**config.mk**
```make
export PLATFORM = sky130hd
export DESIGN_NAME = bus_wait_gen
export DESIGN_NICKNAME = d
export VERILOG_FILES = /design/src/rtl/bus_wait_gen.sv
export SDC_FILE = /design/constraint.sdc
export NUM_CORES = 1
export LEC_CHECK = 0
export CAP_MARGIN = 20
export CORE_MARGIN = 4
export CORE_UTILIZATION = 25
export DETAILED_ROUTE_END_ITERATION = 16
export PLACE_DENSITY = 0.45
export SKIP_LAST_GASP = 1
export SLEW_MARGIN = 20
export SYNTH_ARGS = -nofsm -noshare
export SYNTH_HDL_FRONTEND = slang
export SYNTH_SLANG_ARGS = --single-unit
```
**constraint.sdc**
```tcl
create_clock -name clk_2 -period 2 [get_ports clk_2]
set_input_delay 0.4 -clock clk_2 [delete_from_list [all_inputs] [get_ports clk_2]]
set_output_delay 0.4 -clock clk_2 [all_outputs]
set_load 0.02 [all_outputs]
```
**src/rtl/bus_wait_gen.sv**
```systemverilog
// Purpose: drives the 6502 READY pin; stretches reads to slow pages and posts writes to a slow peripheral.
// Latency: registered outputs, decisions take effect one clk_2 edge after the bus is sampled.
// Backpressure: READY low stalls CPU reads; slow_req is held until slow_ack or the timeout expires.
//
// Ports:
//   clk_2       CPU phi2 clock, every state change on its rising edge
//   res_n       asynchronous active-low reset
//   addr/rw_n/dbus  CPU bus sampled each edge
//   READY       to CPU READY pin, low stalls a read cycle
//   slow_req/slow_we/slow_addr/slow_wdata  request to slow peripheral, valid while slow_req=1
//   slow_ack    peripheral completion, sampled on rising edge
//   timeout_err one-cycle pulse on handshake timeout or a dropped slow write
module bus_wait_gen #(
  parameter logic [3:0]  WAIT_PAGE   = 4'hD,
  parameter int unsigned WAIT_CYCLES = 2,
  parameter logic [3:0]  SLOW_PAGE   = 4'hC,
  parameter int unsigned TIMEOUT     = 16
) (
  input  logic        clk_2,
  input  logic        res_n,
  input  logic [15:0] addr,
  input  logic        rw_n,
  input  logic [7:0]  dbus,
  output logic        READY,
  output logic        slow_req,
  output logic        slow_we,
  output logic [11:0] slow_addr,
  output logic [7:0]  slow_wdata,
  input  logic        slow_ack,
  output logic        timeout_err
);

  typedef enum logic [2:0] {
    S_IDLE,
    S_WAITC,
    S_RDREQ,
    S_POSTWR,
    S_HOLD
  } state_t;

  localparam bit         WAIT_EN   = (WAIT_CYCLES != 0);
  localparam logic [7:0] WAIT_LOAD = WAIT_EN ? 8'(WAIT_CYCLES - 1) : 8'd0;
  localparam logic [7:0] TCNT_LAST = 8'(TIMEOUT - 1);

  state_t      state_q, state_d;
  logic        ready_q, ready_d;
  logic        req_q, req_d;
  logic        we_q, we_d;
  logic [11:0] saddr_q, saddr_d;
  logic [7:0]  wdata_q, wdata_d;
  logic        err_q, err_d;
  logic [7:0]  cnt_q, cnt_d;
  logic [7:0]  tcnt_q, tcnt_d;

  // Bus decode of the current sample
  logic page_wait, page_slow;
  logic rd_wait, rd_slow, wr_slow;
  logic postwr_hit;
  logic tcnt_expired;
  logic [7:0] tcnt_inc;

  assign page_wait  = (addr[15:12] == WAIT_PAGE);
  assign page_slow  = (addr[15:12] == SLOW_PAGE);
  assign rd_wait    = rw_n & page_wait;
  assign rd_slow    = rw_n & page_slow;
  assign wr_slow    = ~rw_n & page_slow;
  // Accesses that cannot be serviced while a posted write is still in flight
  assign postwr_hit = rd_wait | rd_slow | wr_slow;

  assign tcnt_expired = (tcnt_q == TCNT_LAST);
  assign tcnt_inc     = (tcnt_q == 8'hFF) ? tcnt_q : tcnt_q + 8'd1;

  always_comb begin
    state_d = state_q;
    ready_d = ready_q;
    req_d   = req_q;
    we_d    = we_q;
    saddr_d = saddr_q;
    wdata_d = wdata_q;
    err_d   = 1'b0;
    cnt_d   = cnt_q;
    tcnt_d  = tcnt_q;

    case (state_q)
      S_IDLE: begin
        if (rd_wait && WAIT_EN) begin
          ready_d = 1'b0;
          cnt_d   = WAIT_LOAD;
          state_d = S_WAITC;
        end else if (rd_slow) begin
          ready_d = 1'b0;
          req_d   = 1'b1;
          we_d    = 1'b0;
          saddr_d = addr[11:0];
          tcnt_d  = 8'd0;
          state_d = S_RDREQ;
        end else if (wr_slow) begin
          ready_d = 1'b1;
          req_d   = 1'b1;
          we_d    = 1'b1;
          saddr_d = addr[11:0];
          wdata_d = dbus;
          tcnt_d  = 8'd0;
          state_d = S_POSTWR;
        end else begin
          ready_d = 1'b1;
        end
      end

      S_WAITC: begin
        if (cnt_q == 8'd0) begin
          ready_d = 1'b1;
          state_d = S_HOLD;
        end else begin
          cnt_d = cnt_q - 8'd1;
        end
      end

      S_RDREQ: begin
        // Ack wins over an expiry on the same edge
        if (slow_ack) begin
          req_d   = 1'b0;
          ready_d = 1'b1;
          state_d = S_HOLD;
        end else if (tcnt_expired) begin
          req_d   = 1'b0;
          ready_d = 1'b1;
          err_d   = 1'b1;
          state_d = S_HOLD;
        end else begin
          tcnt_d = tcnt_inc;
        end
      end

      S_POSTWR: begin
        // READY is sticky-low here: a stalled read holds the bus, so IDLE
        // re-decodes the same access on the edge after the write completes.
        if (postwr_hit) begin
          ready_d = 1'b0;
        end
        // A second slow write cannot be held off by READY; it is dropped.
        if (wr_slow) begin
          err_d = 1'b1;
        end
        if (slow_ack) begin
          req_d   = 1'b0;
          state_d = S_IDLE;
        end else if (tcnt_expired) begin
          req_d   = 1'b0;
          err_d   = 1'b1;
          state_d = S_IDLE;
        end else begin
          tcnt_d = tcnt_inc;
        end
      end

      // The edge after release still shows the completed address; skip it.
      S_HOLD: begin
        state_d = S_IDLE;
      end

      default: begin
        state_d = S_IDLE;
        ready_d = 1'b1;
        req_d   = 1'b0;
      end
    endcase
  end

  always_ff @(posedge clk_2 or negedge res_n) begin
    if (!res_n) begin
      state_q <= S_IDLE;
      ready_q <= 1'b1;
      req_q   <= 1'b0;
      we_q    <= 1'b0;
      saddr_q <= 12'd0;
      wdata_q <= 8'd0;
      err_q   <= 1'b0;
      cnt_q   <= 8'd0;
      tcnt_q  <= 8'd0;
    end else begin
      state_q <= state_d;
      ready_q <= ready_d;
      req_q   <= req_d;
      we_q    <= we_d;
      saddr_q <= saddr_d;
      wdata_q <= wdata_d;
      err_q   <= err_d;
      cnt_q   <= cnt_d;
      tcnt_q  <= tcnt_d;
    end
  end

  assign READY       = ready_q;
  assign slow_req    = req_q;
  assign slow_we     = we_q;
  assign slow_addr   = saddr_q;
  assign slow_wdata  = wdata_q;
  assign timeout_err = err_q;

endmodule

```
* After elaboration in Yosys (flattened, before gate mapping)
Cells that the tools add are included.
** Operators by class
- $add $sub $neg :: 2
- $mul :: 0
- Divide/modulo/power cells :: 0
- Order comparisons :: 0
- Eq/ne operators :: 21
- Shift operators :: 0
- Multiplexer cells :: 41
- Bitwise gates (word level) :: 10
- Reductions and logical operators :: 14
** Operators with widths (count)
- $mux 8 :: 8
- $pmux 8 s2 :: 2
- $mux 12 :: 2
- $mux 3 :: 8
- $mux 1 :: 17
- $ne 2x2->1 const B :: 8
- $reduce_and 4->1 :: 4
- $pmux 3 s4 :: 1
- $ne 3x3->1 const B :: 3
- $add 8x1->8 const B :: 1
- $eq 4x4->1 const B :: 2
- $eq 8x4->1 const B :: 1
- $eq 8x8->1 const B :: 1
- $logic_not 8->1 :: 1
- $sub 8x1->8 const B :: 1
- $eq 3x2->1 const B :: 2
- $reduce_and 3->1 :: 2
- $reduce_and 6->1 :: 1
- $reduce_bool 2->1 :: 3
- $not 1->1 :: 5
- $pmux 1 s5 :: 1
- $ne 4x4->1 const B :: 1
- $reduce_or 2->1 :: 2
- $and 1x1->1 :: 3
- 7 further kinds :: 8
** Word-level totals
- Bits in registers :: 43
- Latch bits :: 0
- RAM bits :: 0
- Bits in read-only memories :: 0
- Input bits :: 28
- Output and inout bits :: 24
- Word-level logic and storage cells :: 97
- Memories :: 0

* Logic depth before layout (Yosys ltp)
Gate-level depths: netlist (run 1).
- Depth after elaboration :: 6
- Gate-level depth with buffers :: 7
- Depth with buffers taken out :: 6

* Least setup slack after synthesis (run 1)
OpenSTA, ideal clock, no wires.
- Kind :: register -> register
- Start :: register state_q[2]
- End :: register wdata_q[0], in the netlist slow_wdata[0]
- Setup time :: 0.125 ns
- Arrival :: 1.771 ns
- Required time :: 1.875 ns
- Path slack :: 0.104 ns
- Cell stages (with the launch flop) :: 7
- Buffers on the path :: 2
- Period minus slack after synthesis :: 1.896 ns
- Cell sequence :: dfrtp_1 > buf_6 > or2_4 > or4_4 > buf_6 > nor2_8 > mux2_2
** On the way
- Longest elaborated chain between the ends :: 2
** Ends and longest elaborated chain
- from (decl) :: line 45 : state_t state_q, state_d;
- from (signal assigned) :: line 182 : state_q <= state_d;
- $logic_not 3->1 :: line 84 : case (state_q)
- $reduce_and 4->1 (no line)
- to (signal assigned) :: line 187 : wdata_q <= wdata_d;
- to (decl) :: line 50 : logic [7:0] wdata_q, wdata_d;
Every way passes these cells.
A chain may end at the register's enable or synchronous reset.

* Worst setup path after layout (run 1)
- Start :: register cnt_q[0]
- End :: register cnt_q[6]
** On the way
- Longest elaborated chain between the ends :: 3
- Elaborated cells on any way between the ends :: 6
- Those cells by class :: add/sub (1); eq/ne (1); mux (2); reduce/logical (2)
** Ends and longest elaborated chain
- from (decl) :: line 52 : logic [7:0] cnt_q, cnt_d;
- from (signal assigned) :: line 189 : cnt_q <= cnt_d;
- $sub 8x1->8 or $logic_not 8->1 (tied branches) :: line 115, 111
- $mux 8 or $ne 2x2->1 (tied branches)
- $pmux 8 s2 or $reduce_and 3->1 (tied branches)
Parallel ways exist; a longest one is shown, timed or not. The select of a mux whose other input is x is not followed.

==> summary.md, run 1 <==
| Metric | Value |
|---|---|
| Status | `finished, final reports clean` |
| Non-Filler Instances | `about 380` |
| Period utilization | `0.957` |
| Final setup violating endpoints | `0` |
| Clock latency at the later pin of the worst-skew pair | `approximately 0.3 ns` |
| Synth Warn # | `0` |
| Commonest non-fill, non-tap cell in the layout | `clkdlybuf4s50_1` |
| Clock Sinks | `between 40 and 50` |
| Port bufs | `51` |
| Antenna violations before repair | `0` |
| Hold Vio Cnt, Final | `0` |
| Share of layout cells above drive strength 1 | `0.258` |
| Cell area after layout | `around 3100 um^2` |
| Post-synth EDFFs | `0` |
| CP Launch Type | `flip-flop` |
| Net Count, Synth | `between 200 and 250` |
| Die Ht | `~100 um` |
| H-tree depth | `2` |
| Crit path kind | `flip-flop to flip-flop` |
| Critical path peak fanout | `4` |
| Root Buffer | `clkbuf_8` |
| CTS tree | `done` |
| Num CTS Buffers | `5` |
| Row count | `33` |
| Routability cong. | `between 0.7 and 0.8` |
| Reg clk slew, reported paths | `0.09 ns` |
| Detailed Place HPWL | `slightly below 4000 um` |
| Area contributors post-synth | `dfrtp_1 49%, mux2_2 7.9%, mux2_4 4.9%, a31oi_1 3.2%, o21ai_0 2.8%` |
| Vias in the first global route | `approximately 1.8k` |
| Worst slew pin tran | `about 0.56 ns` |
| Initial core utilization | `0.259` |
| CTS max path bufs | `2` |
| Crit path time final | `~1.9 ns` |
| I/O pin cnt | `52` |
| Sequential area share after synthesis | `0.501` |
| Fillers | `about 850` |
| Area leader, netlist | `dfrtp_1` |
| Pwr per Cell Area | `1090 nW/um^2` |
| Maximum number of pins on one net before global-route repair | `19` |
| Cell count after synthesis | `approximately 190` |
| Die Area | `10200 um^2` |
| FMAX | `around 520 MHz` |
| Residual DRC count | `0` |
| CTS Hold Bufs | `0` |
| Worst setup EP type | `flip-flop` |
| N_diodes | `0` |
| Die Width | `101 um` |
| CP required | `around 2.2 ns` |
| RSZ-0062 raised after global routing | `yes` |
| Max Cap Violations | `0` |
| Initial drt markers | `58` |
| Placement Setup Slack | `-0.205 ns` |
| Vias | `about 1.7k` |
| Yosys reg bits | `between 40 and 50` |
| Final Skew | `between 0.01 and 0.015 ns` |
| CP Data Arrival Time | `2.09 ns` |
| GR Util All Layers | `0.107` |
| Post-DP Area | `slightly below 3000 um^2` |
| Dominant synthesized flop cell | `dfrtp_1` |
| Leakage | `~1.3 nW` |
| Setup WS post-layout | `just under 0.09 ns` |
| Synth top area share | `0.489` |
| Most frequent cells in the layout | `50 x clkdlybuf4s50_1, 42 x dfrtp_1, 31 x buf_4, 15 x mux2_2, 12 x inv_1` |
| Asr flop ratio synth | `1.00` |
| Peak supply drop | `around 0.39 mV` |
| Post-route ant nets | `0` |
| Total Nets Final | `approximately 300` |
| First-pass GRT wire length | `slightly below 9000 um` |
| Type of the worst min-delay path | `primary input to async pin` |
| Vias/cell | `between 4 and 5` |
| Area growth from synthesis to layout | `44.2%` |
| Post-Synthesis Cell Area | `2150 um^2` |
| GRT Residual Overflow | `0` |
| Synth unique cells | `a little over 50` |
| Hold_ws | `0.0135 ns` |
| First-pass DRT Iterations | `5` |
| Overall power | `~0.0034 W` |
| CORE AREA | `approximately 8300 um^2` |
| # placed instances | `368` |
| Rel. slew slack | `0.626` |
| Synth Area per Inst | `roughly 11 um^2` |
| WL/cell | `13.6 um` |
| Total Routed Length | `5100 um` |
| Max Slew Vio Count | `0` |
## sequential cells by signal (all words and copies together) (netlist names)
name,flops
slow_we,1
cnt_q,8
tcnt_q,8
READY,1
timeout_err,1
state_q,3
slow_addr,12
slow_req,1
slow_wdata,8
## power by group
group	internal (W)	switching [W]
logic	0.000692	0.000601
registers	0.00112	0.000172
clock network	0.000499	0.000305
## stage by stage
stage,TNS (ns),util
3_5_place_dp,-5.22,0.356
5_1_grt,-0.0261,0.374
6_report,0,0.374
4_1_cts,0,0.372
2_1_floorplan,0,-
3_3_place_gp,-4.82,0.356
## cells in the mapped netlist, drive strengths merged (2+ instances only)
cell type	instances
dfrtp	42
mux2	22
o21ai	13
inv	12
a31oi	11
nand2	10
nor2	7
buf	5
nor3	5
nor4	5
a21oi	4
nand3	4
ha	3
o21a	3
or4	3
a41oi	2
and4	2
clkbuf	2
nand2b	2
nand4	2
nor3b	2
nor4b	2
o211ai	2
o22ai	2
or3b	2
## cell type report
cell class	instances	area (um^2)	area share
Timing Repair Buffer	82	738	0.238
Sequential cell	43	1080	0.347
Clock buffer	6	72.6	0.0234
Multi-Input combinational cell	126	976	0.315
Tap cell	105	131	0.0424
Inverter	12	45.0	0.0145
Clock inverter	2	60.1	0.0194
## layer usage
layer / GRT usage / wire length, um / vias up
met5: 0 / 0 / -
met4: 0.0373 / 78 / 0
met3: 0.0242 / 291 / 7
met2: 0.167 / 2320 / 34
met1: 0.144 / 2410 / 812
li1: - / - / 873
## final timing paths
path	cells after the start	slack, ns	start	endpoint
setup / recovery	7	0.09	cnt_q[0]$_DFFE_PN0P_	cnt_q[6]$_DFFE_PN0P_
hold / removal	1	0.01	res_n	timeout_err$_DFF_PN0_
setup reg to reg	7	0.09	cnt_q[0]$_DFFE_PN0P_	cnt_q[6]$_DFFE_PN0P_
hold reg to reg	1	0.50	slow_we$_DFFE_PN0P_	slow_we$_DFFE_PN0P_
max in group asynchronous	2	1.38	res_n	READY$_DFFE_PN1P_
min in group clk_2	1	0.50	slow_we$_DFFE_PN0P_	slow_we$_DFFE_PN0P_
## kinds of logic (layout without fill, tap and decap cells)
logic type      Yosys count  count (layout)  share of synthesized area
compound gates           46              46                      0.144
simple gates             52              52                      0.147
flops                    43              43                      0.501
mux                      23              23                      0.132
fa+ha+maj                 3               3                     0.0175
xor+xnor                  2               2                    0.00815
buf+inv                  19             102                     0.0500
## worst max-delay path: stages (launching register included)
cell	delay, ns
dfrtp_1	0.38
inv_1	0.07
ha_1	0.17
or3b_2	0.50
o21a_1	0.24
buf_4	0.16
a41oi_1	0.21
a31oi_1	0.06
## timing repair
item / CTS / global route
setup buffers: 0 / 0
gates resized for setup: 0 / 3
endpoints found under the setup margin: 0 / 2
No activity file was read; power rests on OpenSTA's default activity.
==> inputs of run 2 (changes only) <==
- GPL_ROUTABILITY_DRIVEN: default -> 0
- PLACE_DENSITY: 0.45 -> 0.43
- RECOVER_POWER: default -> 100
- clock period: 2 -> 2.44 ns (I/O delays scaled with it)
==> summary.md, run 2 (same netlist as run 1, synthesis figures left out) <==
| Metric | Value |
|---|---|
| Status | `finished, final reports clean (unchanged)` |
| Worst slew pin tran | `1.22 ns (was 0.556 ns)` |
| Share of layout cells above drive strength 1 | `0.137 (was 0.258)` |
| Register area | `1080 um^2 (unchanged)` |
| # resized after CTS | `0 (unchanged)` |
| Detailed Place HPWL | `3680 um (was 3920 um)` |
| Total Nets Final | `279 (was 301)` |
| Leakage | `1.17 nW (was 1.33 nW)` |
| Initial drt markers | `55 (was 58)` |
| Reg clk slew, reported paths | `0.09 ns (about the same)` |
| Crit path time final | `between 2 and 2.5 ns` |
| Critical path peak fanout | `7 (was 4)` |
| Max Slew Vio Count | `0 (unchanged)` |
| Slowest cell on crit path | `or4_1 (was or3b_2)` |
| GRT Residual Overflow | `0 (unchanged)` |
| First-pass GRT wire length | `8190 um (was 8670 um)` |
| WL/cell | `13.9 um (was 13.6 um)` |
| Clock latency at the later pin of the worst-skew pair | `0.30 ns (about the same)` |
| Total Routed Length | `4910 um (was 5100 um)` |
| Psw | `0.000847 W (was 0.00108 W)` |
| Die Ht | `101 um (unchanged)` |
| Row count | `33 (unchanged)` |
| R2R Path End | `cnt_q[0]$_DFFE_PN0P_ (was cnt_q[6]$_DFFE_PN0P_)` |
| Maximum number of pins on one net before global-route repair | `24 (was 19)` |
| Most frequent cells in the layout | `42 x dfrtp_1, 26 x clkdlybuf4s50_1, 24 x dlygate4sd3_1, 15 x mux2_2 (was 50 x clkdlybuf4s50_1, 42 x dfrtp_1, 31 x buf_4, 15 x mux2_2, 12 x inv_1)` |
| Commonest non-fill, non-tap cell in the layout | `dfrtp_1 (was clkdlybuf4s50_1)` |
| FF-to-FF setup slack | `0.29 ns (was 0.09 ns)` |
| CORE AREA | `8300 um^2 (unchanged)` |
| Type of the worst min-delay path | `primary input to async pin (unchanged)` |
| CTS tree | `done (unchanged)` |
| Setup WS post-layout | `0.248 ns (was 0.0865 ns)` |
| Clock power share | `0.189 (was 0.237)` |
| Placement Setup Slack | `0.0969 ns (was -0.205 ns)` |
| Peak supply drop | `0.300 mV (was 0.390 mV)` |
| H-tree depth | `2 (unchanged)` |
| Period utilization | `0.898` |
| Port bufs | `51 (unchanged)` |
| Non-Filler Instances | `354 (was 376)` |
| Final setup violating endpoints | `0 (unchanged)` |
| Hold_ws | `0.420 ns (was 0.0135 ns)` |
| Vias | `1679 (was 1726)` |
| Multi-input gate area | `936 um^2 (was 976 um^2)` |
| Worst setup EP type | `flip-flop (unchanged)` |
| Worst Path Buf+Inv | `2 (unchanged)` |
| Antenna violations before repair | `0 (unchanged)` |
| First-pass DRT Iterations | `5 (unchanged)` |
| Hold Vio Cnt, Final | `0 (unchanged)` |
| Fillers | `856 (was 847)` |
| Sw Ratio | `0.358 (was 0.318)` |
| Clock Sinks | `43 (unchanged)` |
| Vias in the first global route | `1613 (was 1776)` |
| Critical Path, Cell by Cell | `clkdlybuf4s50_1 -> nand3b_1 -> or4_1 -> clkbuf_1 -> mux2_1 (was inv_1 -> ha_1 -> or3b_2 -> o21a_1 -> buf_4 -> a41oi_1 -> a31oi_1)` |
| FMAX | `456 MHz` |
| Initial core utilization | `0.259 (unchanged)` |
| Die Width | `101 um (unchanged)` |
| CP Launch Type | `primary input (was flip-flop)` |
| CTS max path bufs | `2 (unchanged)` |
| CP required | `2.62 ns (was 2.18 ns)` |
| Pwr per Cell Area | `832 nW/um^2 (was 1090 nW/um^2)` |
| CTS Hold Bufs | `0 (unchanged)` |
| Crit path kind | `primary input to flip-flop (was flip-flop to flip-flop)` |
| Max Cap Violations | `0 (unchanged)` |
| Rel. slew slack | `0.187 (was 0.626)` |
| N_diodes | `0 (unchanged)` |
| Max reg flops | `12 (unchanged)` |
| Reg-to-Reg Start | `cnt_q[0]$_DFFE_PN0P_ (unchanged)` |
| Area growth from synthesis to layout | `32.3% (was 44.2%)` |
| GR Util All Layers | `0.102 (was 0.107)` |
| Final core occ | `0.343 (was 0.374)` |
| Critical Path Max Stage Delay | `0.65 ns (was 0.50 ns)` |
| RSZ-0062 raised after global routing | `no (was yes)` |
| Die Area | `10200 um^2 (unchanged)` |
| Delay-heaviest family, CP | `simple AND/OR/NAND/NOR gates (was compound AO/OA/AOI/OAI gates)` |
| TNS Setup | `0 ns (unchanged)` |
| Root Buffer | `clkbuf_8 (unchanged)` |
| Sequential Power Share | `0.462 (was 0.382)` |
| Logic gate share of total power | `0.349 (was 0.381)` |
| # placed instances | `346 (was 368)` |
| Final Skew | `0.00720 ns (was 0.0108 ns)` |
| Setup bufs post-CTS | `0 (unchanged)` |
| Internal | `0.00152 W (was 0.00231 W)` |
| Residual DRC count | `0 (unchanged)` |
| Post-route ant nets | `0 (unchanged)` |
| Vias/cell | `4.74 (was 4.59)` |
| I/O pin cnt | `52 (unchanged)` |
| Num CTS Buffers | `5 (unchanged)` |
| Reg2reg path depth | `7 (unchanged)` |
| CP Data Arrival Time | `2.37 ns (was 2.09 ns)` |
-- run 2: changes by cell type in the layout (fill, tap and decap cells not counted), moves of 2 or more --
cell             delta
mux2_4              -7
mux2_1              +7
dlygate4sd3_1      +24
clkdlybuf4s50_1    -24
clkbuf_1            +4
buf_4              -27
bufinv_16           -2
-- run 2: per-layer routing --
metal | wire [um] | track usage
met5 | 0 | 0
met3 | 318 | 0.0228
met2 | 2110 | 0.138
met4 | 100 | 0.0466
met1 | 2380 | 0.153
-- run 2: area by class of cell --
| type | count | area share |
|---|---|---|
| sequential | 43 | 0.379 |
| multi-input combinational | 126 | 0.329 |
| timing repair buffer | 60 | 0.201 |
| tap | 105 | 0.0462 |
| clock buffer | 6 | 0.0255 |
| inverter | 12 | 0.0158 |
| clock inverter | 2 | 0.00440 |
-- run 2: power by group through the flow --
stage | Clock, W | Sequential (W) | Combinational [W]
after global placement | 0 | 0.00111 | 0.000907
after floorplan | 0 | 0.00120 | 0.000418
after CTS | 0.000479 | 0.00110 | 0.000907
after global routing | 0.000520 | 0.00113 | 0.000905
after detailed placement | 0 | 0.00112 | 0.000905
final | 0.000449 | 0.00109 | 0.000825
-- run 2: metrics by stage --
| stage | total power (W) | instance area, um^2 |
|---|---|---|
| final | 0.00237 | 2850 |
| after global routing | 0.00256 | 2850 |
| after floorplan | 0.00162 | 2150 |
| after CTS | 0.00249 | 2890 |
| after detailed placement | 0.00202 | 2810 |
| after global placement | 0.00202 | 2810 |
-- run 2: how the worst max path moves through the flow --
stage / depth (start not counted) / from / end
2_1_floorplan: 5 / addr[13] / slow_wdata[0]$_DFFE_PN0P_
3_3_place_gp: 5 / addr[13] / slow_wdata[7]$_DFFE_PN0P_
3_5_place_dp: 5 / addr[13] / slow_wdata[3]$_DFFE_PN0P_
4_1_cts: 6 / cnt_q[0]$_DFFE_PN0P_ / cnt_q[5]$_DFFE_PN0P_
5_1_grt: 7 / addr[13] / cnt_q[1]$_DFFE_PN0P_
6_report: 5 / addr[13] / slow_addr[6]$_DFFE_PN0P_
==> patch 1 (settings of run 1) <==
`WAIT_PAGE`: 4'hD -> 4'h6.
--- a/src/rtl/bus_wait_gen.sv
+++ b/src/rtl/bus_wait_gen.sv
@@ -11,7 +11,7 @@
 //   slow_ack    peripheral completion, sampled on rising edge
 //   timeout_err one-cycle pulse on handshake timeout or a dropped slow write
 module bus_wait_gen #(
-  parameter logic [3:0]  WAIT_PAGE   = 4'hD,
+  parameter logic [3:0]  WAIT_PAGE   = 4'h6,
   parameter int unsigned WAIT_CYCLES = 2,
   parameter logic [3:0]  SLOW_PAGE   = 4'hC,
   parameter int unsigned TIMEOUT     = 16
Formal check against the unedited RTL: not equivalent (a bounded check fails within 4 cycles, from zero or initial values).
==> patch 1 against run 1 <==
Worst hold slack improved by 0.057 ns; wire length rose by 1.1%; area after synthesis fell by 0.12%; largest cell class unchanged; non-clock buffer count fell by 8; cell area fell by 1.0%; setup slack improved by 0.077 ns; sequential cell count did not move; power rose by 25%.
==> patch 1: results (changes against run 1) <==
- Status: completed (unchanged)
- Buffers on Ports: 51 (unchanged)
- DP HPWL: 3880 um (was 3920 um)
- Routed length per instance: 13.9 um (was 13.6 um)
- Reg2reg start: cnt_q[1] (was cnt_q[0])
- Mapped Nets: 224 (was 219)
- Worst Hold Slack: 0.0708 ns (was 0.0135 ns)
- CP delay by family, top: buffers and inverters (was compound AO/OA/AOI/OAI gates)
- Final Wtd Congestion: 0.756 (was 0.769)
- Seq/Total Area, Yosys: 50.1% (about the same)
- CP peak stage delay: 0.60 ns (was 0.50 ns)
- Overall routing resource usage: 10.6% (was 10.7%)
- # nets final: 297 (was 301)
- Worst setup path endpoint: READY (was cnt_q[6])
- Fin Clk Skew: 0.00427 ns (was 0.0108 ns)
- Slew headroom: 66.0% (was 62.6%)
- R2R Setup Slk: 0.18 ns (was 0.09 ns)
- CTS H-tree lvls: 2 (unchanged)
- Fillers: 822 (was 847)
- Post-CTS sizing: 0 (unchanged)
- Top cells by count, synth: dfrtp_1 (42), mux2_2 (20), inv_1 (12) (was dfrtp_1 (42), mux2_2 (15), inv_1 (12), o21ai_0 (12), a31oi_1 (11))
- Pin count of the biggest net entering global routing: 44 (was 19)
- Vias in the first global route: 1661 (was 1776)
- WP data arrival: 1.44 ns (was 2.09 ns)
- Max rail drop VDD: 0.438 mV (was 0.390 mV)
- Crit-path max FO: 2 (was 4)
- Leak: 1.31 nW (was 1.33 nW)
- Global-route wire length before repair: 8520 um (was 8670 um)
- Cell Area, Placed: 2940 um^2 (was 2960 um^2)
- Worst-path cell with the longest stage delay: clkdlybuf4s50_1 (was or3b_2)
- Drt pass-1 iters: 4 (was 5)
- Worst setup path startpoint: READY (was cnt_q[0])
- Initial DRC Count: 83 (was 58)
- Vias/cell: 4.73 (was 4.59)
- Worst setup EP type: output port (was flop)
- Distinct cells, synth: 50 (was 51)
- Synth top area cells: dfrtp_1 (49%), mux2_2 (10%), nor3_1 (2.1%), inv_1 (2.1%), a22o_1 (2.0%) (was dfrtp_1 (49%), mux2_2 (7.9%), mux2_4 (4.9%), a31oi_1 (3.2%), o21ai_0 (2.8%))
-- patch 1: cell types whose count changed after synthesis, moves of 3 or more --
cell	delta
mux2_2	+5
o21ai_0	-5
nor3_1	+4
a31oi_1	-5
o21a_1	-3
a22o_1	+5
mux2_4	-7
-- patch 1: power by group --
group          switching [mW]  total (mW)  internal (mW)
Combinational           0.929        1.94           1.01
Sequential              0.254        1.49           1.23
Clock                   0.302       0.801          0.499
-- patch 1: layout make-up --
cell class                 instances  area share (%)
timing repair buffer              74            23.3
multi-input combinational        130            31.5
clock buffer                       6            2.37
sequential                        43            35.1
tap                              105            4.28
inverter                          12            1.47
clock inverter                     2            1.96
-- patch 1: metal layers --
layer	part of all wire [%]	vias up	track usage [%]
li1	-	863	-
met1	48	850	15.1
met2	46	42	15.7
met3	5.0	4	2.56
met4	0.93	0	3.42
met5	0	-	0
-- patch 1: metrics by stage --
stage | setup slack [ns] | std cells | utilization, %
floorplan | 0.246 | 193 | -
global placement | -0.0803 | 364 | 35.4
detailed placement | -0.0359 | 364 | 35.4
CTS | 0.139 | 372 | 37.0
global route | 0.0331 | 372 | 37.0
finish | 0.163 | 372 | 37.0
-- patch 1: kinds of logic (layout without fill, tap and decap cells) --
family / Yosys count / count (layout) / share of synthesized area, %
buf+inv: 20 / 94 / 4.89
mux: 22 / 22 / 11.4
xor+xnor: 2 / 2 / 0.816
flops: 43 / 43 / 50.1
compound gates: 47 / 47 / 16.1
fa+ha+maj: 3 / 3 / 1.75
simple gates: 56 / 56 / 14.9
